==> src/rtl/frame_timing_gen.sv <==
// Frame/line timing sequencer: SYNC/ACTIVE/HBLANK per line, VBLANK per frame,
// with per-frame latching of pattern mode and deltaX and frame-boundary stop.
module frame_timing_gen #(
  parameter int unsigned H_ACTIVE = 64,
  parameter int unsigned H_BLANK  = 8,
  parameter int unsigned V_ACTIVE = 32,
  parameter int unsigned V_BLANK  = 2
) (
  input  logic        clk,
  input  logic        rst_n,
  input  logic        start,
  input  logic        stop,
  input  logic        cont,
  input  logic [2:0]  mode_in,
  input  logic [1:0]  x_in,
  output logic        f_sync,
  output logic        sync,
  output logic        endLine,
  output logic        endFrame,
  output logic [2:0]  Mode,
  output logic [1:0]  X,
  output logic [11:0] pix_cnt,
  output logic [11:0] line_cnt,
  output logic [7:0]  frame_cnt,
  output logic        busy,
  output logic        cfg_err
);

  localparam int unsigned LINE_LEN = 1 + H_ACTIVE + H_BLANK;
  localparam int unsigned VB_LEN   = V_BLANK * LINE_LEN;
  // VBLANK is the longest phase, so it sizes the shared phase counter
  localparam int unsigned CW       = $clog2(VB_LEN + 1);

  localparam logic [2:0] S_IDLE   = 3'd0;
  localparam logic [2:0] S_SYNC   = 3'd1;
  localparam logic [2:0] S_ACTIVE = 3'd2;
  localparam logic [2:0] S_HBLANK = 3'd3;
  localparam logic [2:0] S_VBLANK = 3'd4;

  logic [2:0]    state_q, state_d;
  logic [CW-1:0] cnt_q, cnt_d;
  logic [11:0]   row_q, row_d;
  logic          stop_pend_q, stop_pend_d;
  logic [2:0]    mode_q, mode_d;
  logic [1:0]    x_q, x_d;
  logic [7:0]    fcnt_q, fcnt_d;
  logic          cfg_err_q, cfg_err_d;
  logic          sync_q, sync_d;
  logic          f_sync_q, f_sync_d;
  logic          end_line_q, end_line_d;
  logic          end_frame_q, end_frame_d;
  logic [11:0]   pix_q, pix_d;
  logic [11:0]   line_q, line_d;
  logic          busy_q, busy_d;

  // Next state, then registered outputs decoded from the next state
  always_comb begin
    state_d     = state_q;
    cnt_d       = cnt_q;
    row_d       = row_q;
    stop_pend_d = stop_pend_q;
    mode_d      = mode_q;
    x_d         = x_q;
    fcnt_d      = fcnt_q;
    cfg_err_d   = 1'b0;

    // a stop arriving on the frame's last edge must still be honoured
    if (state_q != S_IDLE) stop_pend_d = stop_pend_q | stop;

    case (state_q)
      S_IDLE: begin
        if (start) begin
          if (mode_in != 3'd0) begin
            state_d     = S_SYNC;
            cnt_d       = '0;
            row_d       = '0;
            mode_d      = mode_in;
            x_d         = x_in;
            stop_pend_d = stop | ~cont;
          end else begin
            cfg_err_d = 1'b1;
          end
        end
      end
      S_SYNC: begin
        state_d = S_ACTIVE;
        cnt_d   = '0;
      end
      S_ACTIVE: begin
        if (cnt_q == CW'(H_ACTIVE - 1)) begin
          state_d = S_HBLANK;
          cnt_d   = '0;
        end else begin
          cnt_d = cnt_q + CW'(1);
        end
      end
      S_HBLANK: begin
        if (cnt_q == CW'(H_BLANK - 1)) begin
          cnt_d = '0;
          if (row_q == 12'(V_ACTIVE - 1)) begin
            state_d = S_VBLANK;
          end else begin
            state_d = S_SYNC;
            row_d   = row_q + 12'd1;
          end
        end else begin
          cnt_d = cnt_q + CW'(1);
        end
      end
      S_VBLANK: begin
        if (cnt_q == CW'(VB_LEN - 1)) begin
          fcnt_d = fcnt_q + 8'd1;
          cnt_d  = '0;
          row_d  = '0;
          if (stop_pend_d) begin
            state_d     = S_IDLE;
            stop_pend_d = 1'b0;
            mode_d      = '0;
            x_d         = '0;
          end else begin
            state_d = S_SYNC;
            mode_d  = mode_in;
            x_d     = x_in;
          end
        end else begin
          cnt_d = cnt_q + CW'(1);
        end
      end
      default: begin
        state_d = S_IDLE;
        cnt_d   = '0;
        row_d   = '0;
        mode_d  = '0;
        x_d     = '0;
      end
    endcase

    sync_d      = (state_d == S_SYNC);
    f_sync_d    = (state_d == S_SYNC) && (row_d == 12'd0);
    end_line_d  = (state_d == S_HBLANK) || (state_d == S_VBLANK);
    end_frame_d = (state_d == S_VBLANK);
    pix_d       = (state_d == S_ACTIVE) ? 12'(cnt_d) : 12'd0;
    line_d      = (state_d == S_IDLE) ? 12'd0 : row_d;
    busy_d      = (state_d != S_IDLE);
  end

  always_ff @(posedge clk or negedge rst_n) begin
    if (!rst_n) begin
      state_q     <= S_IDLE;
      cnt_q       <= '0;
      row_q       <= '0;
      stop_pend_q <= 1'b0;
      mode_q      <= '0;
      x_q         <= '0;
      fcnt_q      <= '0;
      cfg_err_q   <= 1'b0;
      sync_q      <= 1'b0;
      f_sync_q    <= 1'b0;
      end_line_q  <= 1'b0;
      end_frame_q <= 1'b0;
      pix_q       <= '0;
      line_q      <= '0;
      busy_q      <= 1'b0;
    end else begin
      state_q     <= state_d;
      cnt_q       <= cnt_d;
      row_q       <= row_d;
      stop_pend_q <= stop_pend_d;
      mode_q      <= mode_d;
      x_q         <= x_d;
      fcnt_q      <= fcnt_d;
      cfg_err_q   <= cfg_err_d;
      sync_q      <= sync_d;
      f_sync_q    <= f_sync_d;
      end_line_q  <= end_line_d;
      end_frame_q <= end_frame_d;
      pix_q       <= pix_d;
      line_q      <= line_d;
      busy_q      <= busy_d;
    end
  end

  assign f_sync    = f_sync_q;
  assign sync      = sync_q;
  assign endLine   = end_line_q;
  assign endFrame  = end_frame_q;
  assign Mode      = mode_q;
  assign X         = x_q;
  assign pix_cnt   = pix_q;
  assign line_cnt  = line_q;
  assign frame_cnt = fcnt_q;
  assign busy      = busy_q;
  assign cfg_err   = cfg_err_q;

endmodule

==> config.mk <==
export PLATFORM = sky130hd
export DESIGN_NAME = frame_timing_gen
export DESIGN_NICKNAME = d
export VERILOG_FILES = /design/src/rtl/frame_timing_gen.sv
export SDC_FILE = /design/constraint.sdc
export NUM_CORES = 1
export LEC_CHECK = 0
export ABC_AREA = 1
export CORE_UTILIZATION = 34
export DETAILED_ROUTE_END_ITERATION = 7
export PLACE_DENSITY = 0.51
export SETUP_SLACK_MARGIN = 0.15
export SLEW_MARGIN = 0
export SYNTH_ARGS = -nofsm -noshare
export SYNTH_HDL_FRONTEND = slang
export SYNTH_SLANG_ARGS = --single-unit
==> constraint.sdc <==
create_clock -name clk -period 3.4 [get_ports clk]
set_input_delay 0.34 -clock clk [delete_from_list [all_inputs] [get_ports clk]]
set_output_delay 0.34 -clock clk [all_outputs]
set_load 0.02 [all_outputs]
==> results of run 1 <==
==> layer usage <==
layer	wire length (µm)	part of all wire	vias up
met3	286	0.039	15
met1	3488	0.47	1254
met4	112	0.015	0
met5	0	0	-
met2	3506	0.47	61
li1	-	-	1345
==> sequential cells by signal (all words and copies together), names as in the netlist <==
name and flops:
endFrame 1, sync 1, Mode 3, cfg_err 1
line_cnt 12, stop_pend_q 1, X 2, pix_cnt 8
cnt_q 8, state_q 3, busy 1, frame_cnt 8
endLine 1, row_q 12, f_sync 1
==> layout make-up <==
cell class	instances	area, µm²	area share
clock inverters	6	67.56	0.01690
clock buffers	10	137.6	0.03443
flip-flops and latches	63	1577	0.3944
multi-input cells	271	1381	0.3455
well taps	111	138.9	0.03474
inverters	52	195.2	0.04883
repair buffers	51	500.5	0.1252
==> cells in the final DEF (no fill, tap or decap), types with 3 or more instances in the layout <==
master,n
sky130_fd_sc_hd__nor2_2,6
sky130_fd_sc_hd__nand2_1,93
sky130_fd_sc_hd__o22ai_1,6
sky130_fd_sc_hd__nor3_1,10
sky130_fd_sc_hd__dfrtp_1,63
sky130_fd_sc_hd__nand3_2,5
sky130_fd_sc_hd__xnor2_1,4
sky130_fd_sc_hd__inv_1,43
sky130_fd_sc_hd__o21ai_1,3
sky130_fd_sc_hd__nand4_1,3
sky130_fd_sc_hd__o21ai_0,4
sky130_fd_sc_hd__ha_1,4
sky130_fd_sc_hd__nand3_1,36
sky130_fd_sc_hd__clkdlybuf4s50_1,47
sky130_fd_sc_hd__conb_1,4
sky130_fd_sc_hd__nor2_1,52
sky130_fd_sc_hd__inv_2,8
sky130_fd_sc_hd__a21oi_1,9
sky130_fd_sc_hd__xor2_1,10
sky130_fd_sc_hd__clkbuf_8,10
sky130_fd_sc_hd__nand2_2,5
==> power by group through the flow <==
stage | sequential [mW] | clock, mW | combinational [mW]
global placement | 0.763 | 0 | 0.0348
detailed placement | 0.763 | 0 | 0.0349
global route | 0.748 | 0.727 | 0.0399
CTS | 0.749 | 0.687 | 0.0359
floorplan | 0.764 | 0 | 0.00928
finish | 0.749 | 0.665 | 0.0342
==> worst min path at each step <==
stage,from,end,depth (start not counted)
floorplan,rst_n,Mode[0],0
global placement,rst_n,pix_cnt[3],1
detailed placement,rst_n,pix_cnt[5],1
CTS,frame_cnt[7],frame_cnt[7],1
global route,frame_cnt[7],frame_cnt[7],1
finish,frame_cnt[7],frame_cnt[7],1
==> logic make-up after synthesis <==
kind of cell,count (synthesis),synth area share
other,1,0.001174
xor gates and xnor gates,14,0.03837
and+or+nand+nor,221,0.3218
DFF,63,0.4933
adders and majority gates,4,0.01566
buffers and inverters,59,0.07791
AOI/OAI and AO/OA,28,0.05168
==> through the flow <==
| step | hold slack (ns) | area [µm²] | instances | setup WS, ns |
|---|---|---|---|---|
| 5_1_grt | 0.4998 | 3998 | 564 | 0.7533 |
| 4_1_cts | 0.4759 | 3998 | 564 | 0.9839 |
| 2_1_floorplan | 0.04441 | 3207 | 393 | 1.652 |
| 6_report | 0.4767 | 3998 | 564 | 1.009 |
| 3_5_place_dp | 0.3689 | 3782 | 547 | 0.9921 |
| 3_3_place_gp | 0.3710 | 3782 | 547 | 1.046 |
==> reports/summary.md, run 1 <==
The tool flagged a number of max-cap violations equal to 0. Global routing usage summed across all routing layers: 0.1659. The largest total area in the synthesized netlist belongs to sky130_fd_sc_hd__dfrtp_1. Type of element capturing the critical path: a flop. The count of cell types in the netlist is 36.

The total area inside the core boundary comes to 0.009153 mm². Summing every instance area after synthesis gives 0.003196 mm². The run gives 0 as the final hold violation count. The part of the cycle the worst path needs is 0.7033.

TritonCTS built the clock tree. The clock-pin slew reported for the worst setup and hold paths after clock tree synthesis was 0.07 ns. The reg2reg setup slack was 1.01 ns; the combined buffer and inverter count along the critical path was 0. The kind of cell with the highest combined delay along the critical path is simple AND/OR/NAND/NOR gates. The type of the setup path with the least slack was reg2reg. The kind of start point of the critical path is a flop.

The post-layout minimum cycle time came out at 2.391 ns. By area the synthesized netlist is led by sky130_fd_sc_hd__dfrtp_1, sky130_fd_sc_hd__nand2_1, sky130_fd_sc_hd__nor2_1, sky130_fd_sc_hd__nand3_1, sky130_fd_sc_hd__inv_1. The area share of the largest cell type after synthesis is 0.4933. Setup repair after global routing left no endpoint under its margin. The number of slew-limit violations in the final report is 0.

The fraction of final layout cells with drive strength greater than 1 was 0.1148; the die span in x was 98.95 µm. Setup violations remaining at the end of the flow were counted as 0. The tools report the clock latency of the later-clocked register in the worst-skew pair as 0.34 ns. The internal cell power was 1.121 mW; the number of antenna-violating nets in the routed design was 0. Master cell of the clock root buffer: sky130_fd_sc_hd__clkbuf_8. Antenna diode count: 0. The worst-case IR drop observed on VDD is 0.2287 mV.

The tools report the total number of nets in the final design as 462. Buffers placed on the I/O ports in this run total 48. Path class of the lowest-slack min-delay path: reg2reg. Row generation in the floorplan step produced 35 rows. STA puts the critical path data required time at 3.58 ns. The tools report the relative slew slack as 0.5031. Counting instances in the post-synthesis netlist gives the leading cell types as sky130_fd_sc_hd__nand2_1, sky130_fd_sc_hd__dfrtp_1, sky130_fd_sc_hd__nor2_1. The routing usage on met1 is 0.2120.

The portion of total power attributed to the clock network is 0.459, and the leakage component of the power is 1.918 nW. The starting density of the core was 0.3491; the maximum number of pins on one net before global-route repair was 26. For the number of clock sinks, the log shows 63. For the final routed database, the setup TNS stands at 0 ns. The portion of total power attributed to combinational logic was 0.024; the number of DRC markers after the initial detailed-route iteration was 89.

The portion of the post-synthesis area used by sequential elements is 0.4933, and the die area is 0.009790 mm². The synthesized flop and latch total came out at 63. The logs give 0.2754 for the global routing usage on met2 and 390 for the number of standard cells after synthesis.

Cell with the most instances after synthesis: sky130_fd_sc_hd__nand2_1. The initial antenna violation count is 0. Post-CTS repair changed the size of 0 cells. Once the clock tree was built, the setup fixing pass inserted 0 buffers. The highest fanout seen on the critical path works out to 16. In this run the critical register-to-register path is captured at line_cnt[8].

The endpoint arrival time on the critical path is 2.57 ns. At the pin with the least slew margin, the transition time is 0.7376 ns. Compared with the post-synthesis result, the final layout area differs by 25.10%. The largest single stage delay on the critical path is 0.45 ns. The critical path runs through a total of 8 cells.

The synthesized design contains 0 enable-type register cells. From bottom edge to top edge, the die measures 98.95 µm. The number of buffers inserted by hold repair at cts was 1; the detailed placer's ending HPWL was 5520 µm. The fraction of synthesis flops using an asynchronous set or reset pin is 1.000, and the average wire per standard cell is 13.11 µm. In this run the count of I/O pins placed on the die edge is 53.

The run finished with clean final reports. The worst clock skew was 0.008962 ns. The critical path goes through ha_1 -> nand3_1 -> nor2_4 -> nand3_2 -> nand2_2 -> nand3_2 -> nor3_4 -> a21oi_1.

For the achievable clock frequency, the log shows 418.2 MHz. For this block, the routed nets add up to 7393 µm of wire. Launching element of the worst setup path: cnt_q[0].

Total vias in the final route: 2675. The cell repeated most along the worst path is sky130_fd_sc_hd__nand3_2. The final design utilization was 0.4368. For this run the aggregate overflow at the end of global routing stands at 0.

The slowest cell on the critical path was sky130_fd_sc_hd__dfrtp_1. Most crowded layer after global routing: met2. The H-tree was split into 3 levels. The dominant register cell in the synthesized netlist was sky130_fd_sc_hd__dfrtp_1. The clock passes through at most 2 buffers. The mean area per synthesized cell works out to 8.194 µm². Overall power consumption after layout is estimated at 1.448 mW. The first detailed-routing pass took 4 iterations. The logs give 2673 for the via count of the first global-routing pass and 0.517 for the share of total power in sequential cells. Final-layout fill cell count: 930. Measured in cells, the most critical reg-to-reg path has a length of 8. Dividing total power by cell area gives a power density of 362.3 mW/mm². Buffers inserted during clock tree synthesis total 9.

The first global-routing pass estimated 12650 µm of wire. The ratio of routed vias to standard cells was 4.743. The end point of the critical path is line_cnt[8]. After detailed routing, the number of remaining DRC violations is 0.

The power spent charging and discharging nets is 327.3 µW, and the net switching share of the total power is 0.2260. The warning count from the yosys run was 0; the weighted congestion at the end of routability-driven global placement was 0.8516. The source of the worst register-to-register timing path is cnt_q[0]. The met3 layer usage reported by global route is 0.03688.
Power figures use the tool's default switching activity.
==> inputs of run 2 (changes only) <==
--- a/config.mk
+++ b/config.mk
@@ -8,7 +8,7 @@
 export ABC_AREA = 1
 export CORE_UTILIZATION = 34
 export DETAILED_ROUTE_END_ITERATION = 7
-export PLACE_DENSITY = 0.51
+export PLACE_DENSITY = 0.53
 export SETUP_SLACK_MARGIN = 0.15
 export SLEW_MARGIN = 0
 export SYNTH_ARGS = -nofsm -noshare
==> constraint.sdc (replaced) <==
create_clock -name clk -period 2.1 [get_ports clk]
set_input_delay 0.21 -clock clk [delete_from_list [all_inputs] [get_ports clk]]
set_output_delay 0.21 -clock clk [all_outputs]
set_load 0.02 [all_outputs]
==> run 2 against run 1 <==
Effect of this change:
- utilization increased by 2.5 points
- final area rose by 5.8%
- largest cell class unchanged
- sequential share of layout area down 2.1 points
- critical endpoint is now f_sync
- die area unchanged
- global-route usage grew 0.38 points
- critical path depth grew 4
- clock skew up 0.00075 ns
==> reports/summary.md, run 2 (synthesis results as in run 1) <==
The flow ran to the end, and the final reports show no timing, DRC or antenna violations. The total number of nets in the final design was 481 (+4.1%). The via count of the first global-routing pass came out at 2671 (-0.075%). The master cell of the clock root buffer is sky130_fd_sc_hd__clkbuf_8. The run gives 2.397 mW (+65%) as the overall power consumption.

The logs give 0.35 ns (about the same) for the clock latency of the later-clocked register in the worst-skew pair and 9 (unchanged) for the number of buffers created by CTS. The weighted congestion at the end of routability-driven global placement is 0.8918 (+4.7%). The number of clock sinks came out at 63 (unchanged).

STA classifies the critical path endpoint as a flop. The power density over the cells was 566.7 mW/mm² (+56%). The path class of the lowest-slack min-delay path is in2async.

The final hold violation count is 0 (unchanged). For the global-route wire length before repair, the log shows 12860 µm (+1.6%). TritonCTS built the clock tree. Met2 routed wirelength: 3687 µm (+5.2%). The wire length on met3 is 294 µm (+2.8%), and the total vias in the final route is 2732 (+2.1%). For the number of slew-limit violations in the final report, the log shows 0 (unchanged).

The DRC violations left came out at 0 (unchanged). The tools report the die area as 0.009790 mm² (unchanged). The uppermost metal layer occupied by signal nets is met4. Setup repair after global routing could not meet its margin everywhere. The run gives 2 (unchanged) as the maximum count of clock buffers along a single path. Kind of start point of the critical path: a flop.

Leakage component of the power: 2.008 nW (+4.7%). The endpoint arrival time on the critical path was 2.16 ns (-0.41 ns); the area added between synthesis and finish was 32.34%. The tools report the deepest level of the CTS H-tree as 3 (unchanged). The starting density of the core is 0.3491 (unchanged), and the chip height is 98.95 µm (unchanged). The area taken by flip-flops and latches is 0.001578 mm² (about the same), and the global routing usage summed across all routing layers is 0.1697 (+0.003842).

The part of the cycle the worst path needs is 0.8937 (+0.1904), and the clock-pin slew reported for the worst setup and hold paths after clock tree synthesis is 0.08 ns (about the same). The run gives 0.009153 mm² (unchanged) as the floorplan core area. The detailed-routing iteration count for the pre-antenna-repair pass was 5 (+1); the antenna diode count was 0 (unchanged). The worst clock skew was 0.009710 ns (+0.0007483 ns); the die span in x was 98.95 µm (unchanged). The global-route congestion overflow total came out at 0 (unchanged). The tools report the capturing point of the worst reg2reg path as f_sync. The standard-cell row count is 35 (unchanged).

The reg2reg setup slack was 0.22 ns (-0.79 ns). The sum of negative setup slack came out at 0 ns (unchanged). The worst IR drop on VDD is 0.3599 mV (+57%). The number of buffers added on ports is 48 (unchanged), and the average wire per standard cell is 13.16 µm (+0.40%). The number of antenna-violating nets in the routed design was 0 (unchanged); the final-layout fill cell count was 900 (-3.2%). For the achievable clock frequency, the log shows 532.8 MHz (+27%).

The type of the setup path with the least slack is reg2reg. The run gives 93 (+4.5%) as the number of DRC markers after the initial detailed-route iteration. The library cells used most frequently in the layout, excluding fill and tap cells, are sky130_fd_sc_hd__nand2_1, sky130_fd_sc_hd__dfrtp_1, sky130_fd_sc_hd__nor2_1. For the final count of negative-setup-slack endpoints, the log shows 0 (unchanged). The run gives 64 (+150%) as the maximum number of pins on one net before global-route repair.

The tools report the required arrival time at the worst endpoint as 2.38 ns (-1.20 ns). Ratio of routed vias to standard cells: 4.686 (-1.2%). The post-layout minimum cycle time was 1.877 ns (-0.5145 ns); the detailed placer's ending HPWL was 5641 µm (+2.2%). The number of maximum-capacitance violations was 0 (unchanged). Initial antenna violation count: 0 (unchanged).

The most frequent standard cell in the layout excluding fill and tap cells was sky130_fd_sc_hd__nand2_1. The highest fanout seen on the critical path is 6 (-10), and the fraction of final layout cells with drive strength greater than 1 is 0.1758 (+0.06106). The boundary pin count was 53 (unchanged); the sum of routed wire segments on met1 was 3606 µm (+3.4%). The tools report the aggregate routed wire length as 7673 µm (+3.8%). Area of combinational cells with multiple inputs: 0.001443 mm² (+4.4%). In this run the critical register-to-register path is launched from cnt_q[0].

The number of cells on the worst reg-to-reg path works out to 12 (+4).
## run 2: worst max-delay path, stage by stage, from the launching register on
cell                      delay (ns)
sky130_fd_sc_hd__dfrtp_2        0.45
sky130_fd_sc_hd__ha_2           0.22
sky130_fd_sc_hd__nand3_1        0.13
sky130_fd_sc_hd__nor2_4         0.07
sky130_fd_sc_hd__buf_4          0.16
sky130_fd_sc_hd__or2_2          0.27
sky130_fd_sc_hd__nand3_1        0.08
sky130_fd_sc_hd__nand2_1        0.07
sky130_fd_sc_hd__inv_1          0.07
sky130_fd_sc_hd__nand2_1        0.06
sky130_fd_sc_hd__nor2_1         0.09
sky130_fd_sc_hd__nand3_1        0.07
sky130_fd_sc_hd__nor2_1         0.09
## run 2: routing by layer
layer  up-vias  track usage
li1       1384            -
met2        46       0.2776
met4         0      0.06889
met1      1293       0.2165
met5         -            0
met3         9      0.03972
## run 2: per-stage QoR
stage,setup slack (ns),utilization,hold WS (ns),area [µm²],cells
after global routing,0.07459,0.4621,0.4347,4229,583
after detailed placement,0.08802,0.4267,0.2524,3905,560
final,0.2232,0.4621,0.3927,4229,583
after global placement,0.1113,0.4267,0.2476,3905,560
after floorplan,0.3524,-,-0.08559,3207,393
after CTS,0.1395,0.4526,0.4062,4143,577
## run 2: report_power, final
part	switching (mW)	internal, mW
combinational	0.0361	0.0201
sequential	0.0000000000000000200	1.21
clock	0.507	0.621
total	0.543	1.85
## run 2: worst max path at each step
stage,start,end,slack [ns]
after global placement,mode_in[0],f_sync,0.11
after detailed placement,cnt_q[1],f_sync,0.09
after global routing,row_q[0],f_sync,0.07
after floorplan,cnt_q[0],line_cnt[3],0.35
final,cnt_q[0],f_sync,0.22
after CTS,cnt_q[1],f_sync,0.14
## run 2: cell type report
cell class              instances  area share
clock buffers                  11     0.03580
clock inverters                 5     0.01479
inverters                      52     0.04615
multi-input cells             272      0.3411
flip-flops and latches         63      0.3731
well taps                     111     0.03284
repair buffers                 69      0.1562
## run 2: repair_timing
action,CTS,global route
pin swaps,0,4
setup buffers,0,5
endpoints found under the hold margin,63,0
cloned,0,1
resized for setup,2,13
setup endpoints to repair,4,22
hold buffers,1,0
